[src/rtl/adc_telemetry_sampler.sv]
//-----------------------------------------------------------------------------
// adc_telemetry_sampler
//
// Periodic snapshot stage behind the ADC78H90 interface block. Once per
// INTERVAL clocks it closes the current peak interval on AIN1/AIN2 through
// the pk_detect_reset / pk_detect_ack handshake. It also captures AIN3..AIN6
// and smooths them with an exponential moving average. It then offers one
// coherent six-channel snapshot to the packet builder over valid/ready.
//
// Parameters
//   INTERVAL   clocks between snapshot requests (>= 256, > 2*TIMEOUT+3)
//   TIMEOUT    max clocks spent waiting for each ack edge
//   EMA_SHIFT  EMA weight 2^-EMA_SHIFT on AIN3..AIN6 (1..6)
//
// Ports
//   clock, reset_n        system clock, asynchronous active-low reset
//   AIN1..AIN6            channel values from the ADC block (12 bit)
//   pk_detect_ack         ack from the ADC block
//   pk_detect_reset       peak-interval reset request (registered, high in REQ)
//   snap_ready            consumer accepts the snapshot
//   flag_clear            single-cycle clear of overrun / ack_timeout
//   snap_valid            snapshot available
//   snap_ain1..snap_ain6  snapshot data: peaks on 1-2, EMA on 3-6
//   overrun               sticky: an unaccepted snapshot was overwritten
//   ack_timeout           sticky: a handshake phase timed out
//-----------------------------------------------------------------------------
module adc_telemetry_sampler #(
  parameter int INTERVAL  = 30720,
  parameter int TIMEOUT   = 1024,
  parameter int EMA_SHIFT = 3
) (
  input  logic        clock,
  input  logic        reset_n,
  input  logic [11:0] AIN1,
  input  logic [11:0] AIN2,
  input  logic [11:0] AIN3,
  input  logic [11:0] AIN4,
  input  logic [11:0] AIN5,
  input  logic [11:0] AIN6,
  input  logic        pk_detect_ack,
  output logic        pk_detect_reset,
  input  logic        snap_ready,
  input  logic        flag_clear,
  output logic        snap_valid,
  output logic [11:0] snap_ain1,
  output logic [11:0] snap_ain2,
  output logic [11:0] snap_ain3,
  output logic [11:0] snap_ain4,
  output logic [11:0] snap_ain5,
  output logic [11:0] snap_ain6,
  output logic        overrun,
  output logic        ack_timeout
);

  localparam int DATA_W = 12;
  localparam int ACC_W  = DATA_W + EMA_SHIFT;
  localparam int CNT_W  = $clog2(INTERVAL);
  localparam int TMO_W  = $clog2(TIMEOUT) + 1;

  localparam logic [CNT_W-1:0] CNT_LAST = CNT_W'(INTERVAL - 1);
  localparam logic [TMO_W-1:0] TMO_LAST = TMO_W'(TIMEOUT - 1);

  typedef enum logic [1:0] {
    IDLE = 2'd0,
    REQ  = 2'd1,
    REL  = 2'd2,
    UPD  = 2'd3
  } state_t;

  // EMA accumulator step; the true result always fits in ACC_W bits, so
  // any intermediate wrap of the modular sum cancels out.
  function automatic logic [ACC_W-1:0] ema_step(input logic [ACC_W-1:0]  acc,
                                                input logic [DATA_W-1:0] x);
    return acc + ACC_W'(x) - ACC_W'(acc >> EMA_SHIFT);
  endfunction

  // First sample after reset seeds the accumulator at full weight.
  function automatic logic [ACC_W-1:0] ema_prime(input logic [DATA_W-1:0] x);
    return {x, {EMA_SHIFT{1'b0}}};
  endfunction

  // Truncating scale-down of the accumulator to the output width.
  function automatic logic [DATA_W-1:0] ema_out(input logic [ACC_W-1:0] acc);
    return acc[ACC_W-1:EMA_SHIFT];
  endfunction

  logic [DATA_W-1:0] ain [6];
  assign ain[0] = AIN1;
  assign ain[1] = AIN2;
  assign ain[2] = AIN3;
  assign ain[3] = AIN4;
  assign ain[4] = AIN5;
  assign ain[5] = AIN6;

  state_t            state, state_next;
  logic [CNT_W-1:0]  interval_cnt;
  logic              tick;
  logic              tick_pending;
  logic [TMO_W-1:0]  wait_cnt;
  logic              tmo_hit;
  logic              capture;
  logic              set_tmo;
  logic              clr_pending;
  logic              primed;

  logic [DATA_W-1:0] hold_p0  [6];
  logic [ACC_W-1:0]  acc_p1   [4];
  logic [ACC_W-1:0]  acc_next [4];
  logic [DATA_W-1:0] snap_p1  [6];

  assign tick    = (interval_cnt == CNT_LAST);
  assign tmo_hit = (wait_cnt == TMO_LAST);

  // Free-running interval counter and the one-deep tick latch. A new tick
  // wins over the IDLE consume in the same cycle so it is not lost.
  always_ff @(posedge clock or negedge reset_n) begin
    if (!reset_n) begin
      interval_cnt <= '0;
      tick_pending <= 1'b0;
    end else begin
      interval_cnt <= tick ? '0 : interval_cnt + CNT_W'(1);
      if (tick)
        tick_pending <= 1'b1;
      else if (clr_pending)
        tick_pending <= 1'b0;
    end
  end

  always_ff @(posedge clock or negedge reset_n) begin
    if (!reset_n)
      state <= IDLE;
    else
      state <= state_next;
  end

  always_comb begin
    state_next  = state;
    capture     = 1'b0;
    set_tmo     = 1'b0;
    clr_pending = 1'b0;
    case (state)
      IDLE: begin
        if (tick_pending) begin
          clr_pending = 1'b1;
          state_next  = REQ;
        end
      end
      REQ: begin
        // Sampling on the ack cycle itself is what gives the closing
        // interval's peak on AIN1/AIN2.
        if (pk_detect_ack) begin
          capture    = 1'b1;
          state_next = REL;
        end else if (tmo_hit) begin
          capture    = 1'b1;
          set_tmo    = 1'b1;
          state_next = REL;
        end
      end
      REL: begin
        if (!pk_detect_ack) begin
          state_next = UPD;
        end else if (tmo_hit) begin
          set_tmo    = 1'b1;
          state_next = UPD;
        end
      end
      UPD: begin
        state_next = IDLE;
      end
      default: begin
        state_next = IDLE;
      end
    endcase
  end

  // Per-phase wait counter; restarts on every state change.
  always_ff @(posedge clock or negedge reset_n) begin
    if (!reset_n)
      wait_cnt <= '0;
    else if (state_next != state)
      wait_cnt <= '0;
    else if (state == REQ || state == REL)
      wait_cnt <= wait_cnt + TMO_W'(1);
  end

  // Registered request, high exactly while the FSM sits in REQ.
  always_ff @(posedge clock or negedge reset_n) begin
    if (!reset_n)
      pk_detect_reset <= 1'b0;
    else
      pk_detect_reset <= (state_next == REQ);
  end

  // ---- stage p0: capture on ack (or timeout) ----
  always_ff @(posedge clock) begin
    if (capture) begin
      for (int k = 0; k < 6; k++)
        hold_p0[k] <= ain[k];
    end
  end

  always_comb begin
    for (int k = 0; k < 4; k++)
      acc_next[k] = primed ? ema_step(acc_p1[k], hold_p0[k+2])
                           : ema_prime(hold_p0[k+2]);
  end

  // ---- stage p1: EMA update and snapshot load in UPD ----
  always_ff @(posedge clock) begin
    if (state == UPD) begin
      for (int k = 0; k < 4; k++)
        acc_p1[k] <= acc_next[k];
    end
  end

  always_ff @(posedge clock or negedge reset_n) begin
    if (!reset_n) begin
      primed <= 1'b0;
      for (int k = 0; k < 6; k++)
        snap_p1[k] <= '0;
    end else if (state == UPD) begin
      primed     <= 1'b1;
      snap_p1[0] <= hold_p0[0];
      snap_p1[1] <= hold_p0[1];
      for (int k = 0; k < 4; k++)
        snap_p1[k+2] <= ema_out(acc_next[k]);
    end
  end

  // A snapshot load keeps valid high even when the old one is accepted in
  // the same cycle; only an unaccepted overwrite counts as overrun.
  always_ff @(posedge clock or negedge reset_n) begin
    if (!reset_n) begin
      snap_valid  <= 1'b0;
      overrun     <= 1'b0;
      ack_timeout <= 1'b0;
    end else begin
      if (state == UPD)
        snap_valid <= 1'b1;
      else if (snap_valid && snap_ready)
        snap_valid <= 1'b0;

      if (state == UPD && snap_valid && !snap_ready)
        overrun <= 1'b1;
      else if (flag_clear)
        overrun <= 1'b0;

      if (set_tmo)
        ack_timeout <= 1'b1;
      else if (flag_clear)
        ack_timeout <= 1'b0;
    end
  end

  assign snap_ain1 = snap_p1[0];
  assign snap_ain2 = snap_p1[1];
  assign snap_ain3 = snap_p1[2];
  assign snap_ain4 = snap_p1[3];
  assign snap_ain5 = snap_p1[4];
  assign snap_ain6 = snap_p1[5];

endmodule

[config.mk]
export PLATFORM = sky130hd
export DESIGN_NAME = adc_telemetry_sampler
export DESIGN_NICKNAME = d
export VERILOG_FILES = /design/src/rtl/adc_telemetry_sampler.sv
export SDC_FILE = /design/constraint.sdc
export NUM_CORES = 1
export LEC_CHECK = 0
export ABC_AREA = 1
export CORE_UTILIZATION = 25
export CTS_CLUSTER_DIAMETER = 100
export CTS_CLUSTER_SIZE = 25
export DETAILED_ROUTE_END_ITERATION = 8
export RECOVER_POWER = 100
export SLEW_MARGIN = 10
export SYNTH_ARGS = -nofsm -noshare
export SYNTH_HDL_FRONTEND = slang
export SYNTH_SLANG_ARGS = --single-unit
[constraint.sdc]
create_clock -name clock -period 3 [get_ports clock]
set_input_delay 0.6 -clock clock [delete_from_list [all_inputs] [get_ports clock]]
set_output_delay 0.6 -clock clock [all_outputs]
set_load 0.02 [all_outputs]
==> flow_summary.toml, run 1 <==
[setup_path]
crit_type = "register to register"
r2r_cells = 11
critPathLaunchType = "register"
slowest_delay_ns = 0.54
reg2reg_to = "acc_p1[2][5]$_DFFE_PP_"
crit_arrival_ns = 2.90
crit_required_ns = 3.17
cp-end-kind = "register"
worstPathCellList = "inv_1 -> fa_1 -> inv_1 -> ha_1 -> a21oi_1 -> nand2_1 -> nand2_1 -> nand2_1 -> or2_2 -> nand3_1 -> o21ai_0"
crit_path_top_delay_cell = "fa_1"
crit_family = "adder cells"
crit_fanout = 6
r2r_start = "hold_p0[4][2]$_DFFE_PP_"
rrSetupSlack_ns = 0.27
cp_num_buf_inv = 2
crit_top_cell = "nand2_1"

[timing]
fin_setup_tns_ns = 0
slew_viol_final = 118
fin_crit_ns = 2.73
timing.fmax_mhz = 367
relSlewSlack_pct = -16.0
setup_violations = 0
rsz0062_at_grt = "false"
post-route-period-util_pct = 90.9
clock-skew-final_ns = 0.0254
tightest_slew_ns = 1.74
hold_viol = 0

[detailed_routing]
drtPass1Iterations = 5
vias = 10473
routedWlPerCell_um = 13.4
drt_iter0_markers = 459
viasPerCell = 4.24
ant_nets = 0
drc = 0
drt-total-wl_um = 33100

[layout]
num-fill-cells = 5693
layout_commonest_cell = "nand2_1"
final_util_pct = 30.7
drive_above_1_share_pct = 3.05
layout_common_cells = "501 x nand2_1, 329 x inv_1, 148 x dlygate4sd3_1"
nets = 1954
synthToLayoutAreaGrowth_pct = 20.6

[outcome]
status = "finished, violations left"
failed_checks = "capacitance limit, slew limit"

[yosys]
syn_avg_cell_area_um2 = 8.58
ys_warn_count = 0
syn_inst = 1611
syn_area_um2 = 13800
synth-seq-cells = 238
netlist-cell-type-count = 33
ys_seq_area_share_pct = 47.9
synth.net_count = 1803

[clock_network]
cts_buffer_depth = 3
h-tree-depth = 1
cts_tree = "built"
clk_latency_ns = 0.52
cts_resized = 0
cts_setup_buffers = 0
clkTransAtPathRegs_ns = 0.10
numCtsBuffers = 15
cts_root_buffer = "clkbuf_16"
clock-sinks = 238
postCtsHoldBufs = 0

[floorplanning]
start_util_pct = 25.5
ios = 153
die_h_um = 237
core-area_um2 = 54200
die_area_um2 = 56200
rows = 85
die_w_um = 237

[flow_run]
max_cap_violations = 3

[grt]
track_usage_pct = 12.0
grt_overflow = 0
grt_max_degree = 76
grt_pass1_vias = 10887
grt_pass1_wl_um = 55000
antenna_found_initial = 5

[min_path]
min_to = "snap_ain2[3]$_DFFE_PN0P_"
min-delay-start = "hold_p0[1][3]$_DFFE_PP_"
hold_depth = 2
hold_path_class = "register to register"

[placed_design]
io_buffers = 152
gp_congestion = 0.857
detailed_place_hpwl_um = 24700
==> cells by family after synthesis <==
logic type,share of synthesized area (%)
buf+inv,9.89
compound gates,4.02
flops,47.9
mux,0.0725
xor+xnor,1.90
fa+ha+maj,13.0
simple gates,23.2
==> registers in the layout, summed over array words and instances, names as in the netlist, 2 cells and up <==
signal,cells
snap_ain3,12
snap_ain4,12
interval_cnt,15
acc_p1,60
hold_p0,72
snap_ain1,12
snap_ain2,12
snap_ain6,12
snap_ain5,12
wait_cnt,11
state,2
==> worst min-delay path, cell delays in order (launching register included) <==
cell	delay, ns
edfxtp_1	0.32
nand2_1	0.06
nand2_1	0.06
==> how the worst max path moves through the flow <==
stage                                 start  slack (ns)                       end  depth (start not counted)
global placement    hold_p0[4][2]$_DFFE_PP_        0.39    acc_p1[2][5]$_DFFE_PP_                         11
global route             state[0]$_DFF_PN0_        0.08  snap_ain5[5]$_DFFE_PN0P_                          4
CTS                  acc_p1[1][3]$_DFFE_PP_        0.31   acc_p1[1][10]$_DFFE_PP_                         14
floorplan                state[0]$_DFF_PN0_        0.05  snap_ain6[5]$_DFFE_PN0P_                          7
finish              hold_p0[4][2]$_DFFE_PP_        0.27    acc_p1[2][5]$_DFFE_PP_                         11
detailed placement   acc_p1[1][3]$_DFFE_PP_        0.32   acc_p1[1][10]$_DFFE_PP_                         14
==> metal layers <==
layer | wire, um | GRT usage (%) | vias up
met5 | 23 | 0 | -
met4 | 592 | 2.78 | 4
met3 | 1610 | 2.42 | 41
met2 | 15600 | 20.8 | 174
met1 | 15300 | 15.3 | 4947
li1 | - | - | 5307
==> cell usage after synthesis, drive strengths merged <==
cell type	number	share of area (%)
inv	331	9.0
nand3	118	4.3
o32ai	1	0.063
clkbuf	17	0.46
xnor2	16	1.0
a21oi	51	1.8
fa	48	7.0
dfrtp	106	19
or2	7	0.32
ha	67	6.1
mux2i	1	0.072
buf	13	0.43
a31oi	1	0.045
nor3	13	0.47
nor2	81	2.5
nand4	12	0.54
nand2	502	14
o21ai	31	1.1
a21boi	6	0.33
xor2	14	0.89
edfxtp	132	29
o21a	4	0.22
o211ai	4	0.22
nand3b	1	0.054
o22ai	4	0.18
and2	30	1.4
==> per-stage QoR <==
stage / instance area, um2 / cells / hold slack, ns / worst slack (ns)
after floorplan: 13800 / 1611 / 0.304 / 0.0510
after global placement: 16200 / 2441 / 0.429 / 0.387
after detailed placement: 16200 / 2441 / 0.437 / 0.316
after CTS: 16700 / 2466 / 0.182 / 0.308
after global routing: 16700 / 2469 / 0.469 / 0.0758
final: 16700 / 2469 / 0.436 / 0.274
==> cell type report <==
type / count / area, um2 / share of cell area (%)
diodes: 3 / 7.51 / 0.0451
inverters: 331 / 1240 / 7.47
clock inverters: 7 / 73.8 / 0.443
multi-input cells: 1012 / 5820 / 34.9
repair buffers: 164 / 1620 / 9.71
clock buffers: 18 / 408 / 2.45
well taps: 696 / 871 / 5.23
flip-flops and latches: 238 / 6620 / 39.7
Power of run 1 is not shown: default switching activity piles up to over one toggle a cycle in this logic, so the estimate is an artifact.
==> inputs of run 2 (changes only) <==
- GPL_TIMING_DRIVEN: unset -> 0
==> run 2 against run 1 <==
The run now ends clean. First-iteration DRC count rose by 65%. Global-route usage grew 1.4 points. Worst hold slack got worse by 0.074 ns. Setup slack better by 0.0013 ns. Final area up 0.92%. Clock skew grew 0.0034 ns. Via count rose by 1.6%. Register-to-register slack about the same. Sequential share of layout area decreased by 0.37 points. Routed wire length rose by 13%. Die area unchanged. Core utilization grew 0.28 points.
==> flow_summary.toml, run 2 (synthesis results as in run 1) <==
[floorplanning]
die_w_um = 237
die_area_um2 = 56200
start_util_pct = 25.5
die_h_um = 237
core-area_um2 = 54200
ios = 153
rows = 85

[flow_run]
max_cap_violations = 0

[setup_path]
crit_fanout = 53
crit_type = "register to register"
crit_arrival_ns = 2.88
crit_required_ns = 3.15
cp-end-kind = "register"
rrSetupSlack_ns = 0.27
critPathLaunchType = "register"
r2r_cells = 8
r2r_start = "wait_cnt[0]$_DFFE_PN0P_"
reg2reg_to = "hold_p0[2][8]$_DFFE_PP_"

[grt]
track_usage_pct = 13.4
grt_max_degree = 60
grt_use_met2_pct = 22.5
grt_overflow = 0
grt_pass1_vias = 10836
use_met1_pct = 17.3
antenna_found_initial = 11
top_usage_layer = "met2"
grt_pass1_wl_um = 59000
met3_usage_pct = 3.42

[outcome]
status = "finished clean"

[clock_network]
cts_buffer_depth = 3
clkTransAtPathRegs_ns = 0.09
cts_setup_buffers = 0
clock-sinks = 238
cts_resized = 0
postCtsHoldBufs = 0
clk_latency_ns = 0.53
cts_root_buffer = "clkbuf_16"
h-tree-depth = 1
cts_tree = "built"
numCtsBuffers = 17

[detailed_routing]
drc = 0
vias = 10645
routedWlPerCell_um = 14.9
ant_nets = 0
drt_iter0_markers = 759
viasPerCell = 4.27
drtPass1Iterations = 5
drt-total-wl_um = 37300

[timing]
hold_viol = 0
timing.fmax_mhz = 367
post-route-period-util_pct = 90.8
fin_crit_ns = 2.73
tightest_slew_ns = 1.41
relSlewSlack_pct = 6.16
rsz0062_at_grt = "false"
setup_violations = 0
slew_viol_final = 0
clock-skew-final_ns = 0.0288

[layout]
layout_commonest_cell = "nand2_1"
drive_above_1_share_pct = 3.01
fin_cells = 2493
layout_common_cells = "501 x nand2_1, 329 x inv_1, 148 x dlygate4sd3_1"
largestRegisters = "hold_p0 x72, acc_p1 x60, interval_cnt x15"
nets = 1977
top_register = "hold_p0"
largest_register_ffs = 72
synthToLayoutAreaGrowth_pct = 21.7

[min_path]
hold_path_class = "input port to asynchronous set/reset pin"

[placed_design]
io_buffers = 152
detailed_place_hpwl_um = 28400
dp.cells = 2462
gp_congestion = 0.886
[run 2: routing by layer]
layer  routed length [um]  up-vias
met4                  828       14
met3                 2320       55
met1                16700     4984
met5                   84        -
met2                17300      236
li1                     -     5356
[run 2: area by class of cell]
type,instances,area (um2)
repair buffers,155,1560
well taps,696,871
plain buffers,30,115
clock inverters,9,131
multi-input cells,1012,5830
clock buffers,20,437
inverters,331,1240
diodes,2,5.00
fillers,5788,37400
flip-flops and latches,238,6620
[run 2: how the worst max path moves through the flow]
stage	end	from	slack, ns
CTS	snap_ain5[11]$_DFFE_PN0P_	state[0]$_DFF_PN0_	0.24
finish	hold_p0[2][8]$_DFFE_PP_	wait_cnt[0]$_DFFE_PN0P_	0.27
floorplan	snap_ain6[5]$_DFFE_PN0P_	state[0]$_DFF_PN0_	0.05
global route	hold_p0[2][8]$_DFFE_PP_	wait_cnt[0]$_DFFE_PN0P_	0.05
detailed placement	snap_ain6[4]$_DFFE_PN0P_	state[0]$_DFF_PN0_	0.27
global placement	snap_ain3[6]$_DFFE_PN0P_	reset_n	-3.25
[run 2: critical path, cell delays in order (launching register included)]
cell and delay (ns):
dfrtp_1 0.42, ha_1 0.23, nand2_1 0.07, nor2_1 0.16, nand3_1 0.21, nand2_1 0.11, nand2_1 0.10, inv_4 0.23
clkbuf_4 0.78
[run 2: metrics by stage]
step | util, % | instance area [um2] | setup TNS [ns] | setup slack (ns) | hold WS (ns)
2_1_floorplan | - | 13800 | 0 | 0.0510 | 0.304
3_3_place_gp | 29.9 | 16200 | -563.32 | -3.25 | 0.429
3_5_place_dp | 30.1 | 16300 | 0 | 0.272 | 0.436
4_1_cts | 31.1 | 16900 | 0 | 0.238 | 0.0110
5_1_grt | 31.0 | 16800 | 0 | 0.0458 | 0.453
6_report | 31.0 | 16800 | 0 | 0.275 | 0.361
Power of run 2 is left out for the same reason.
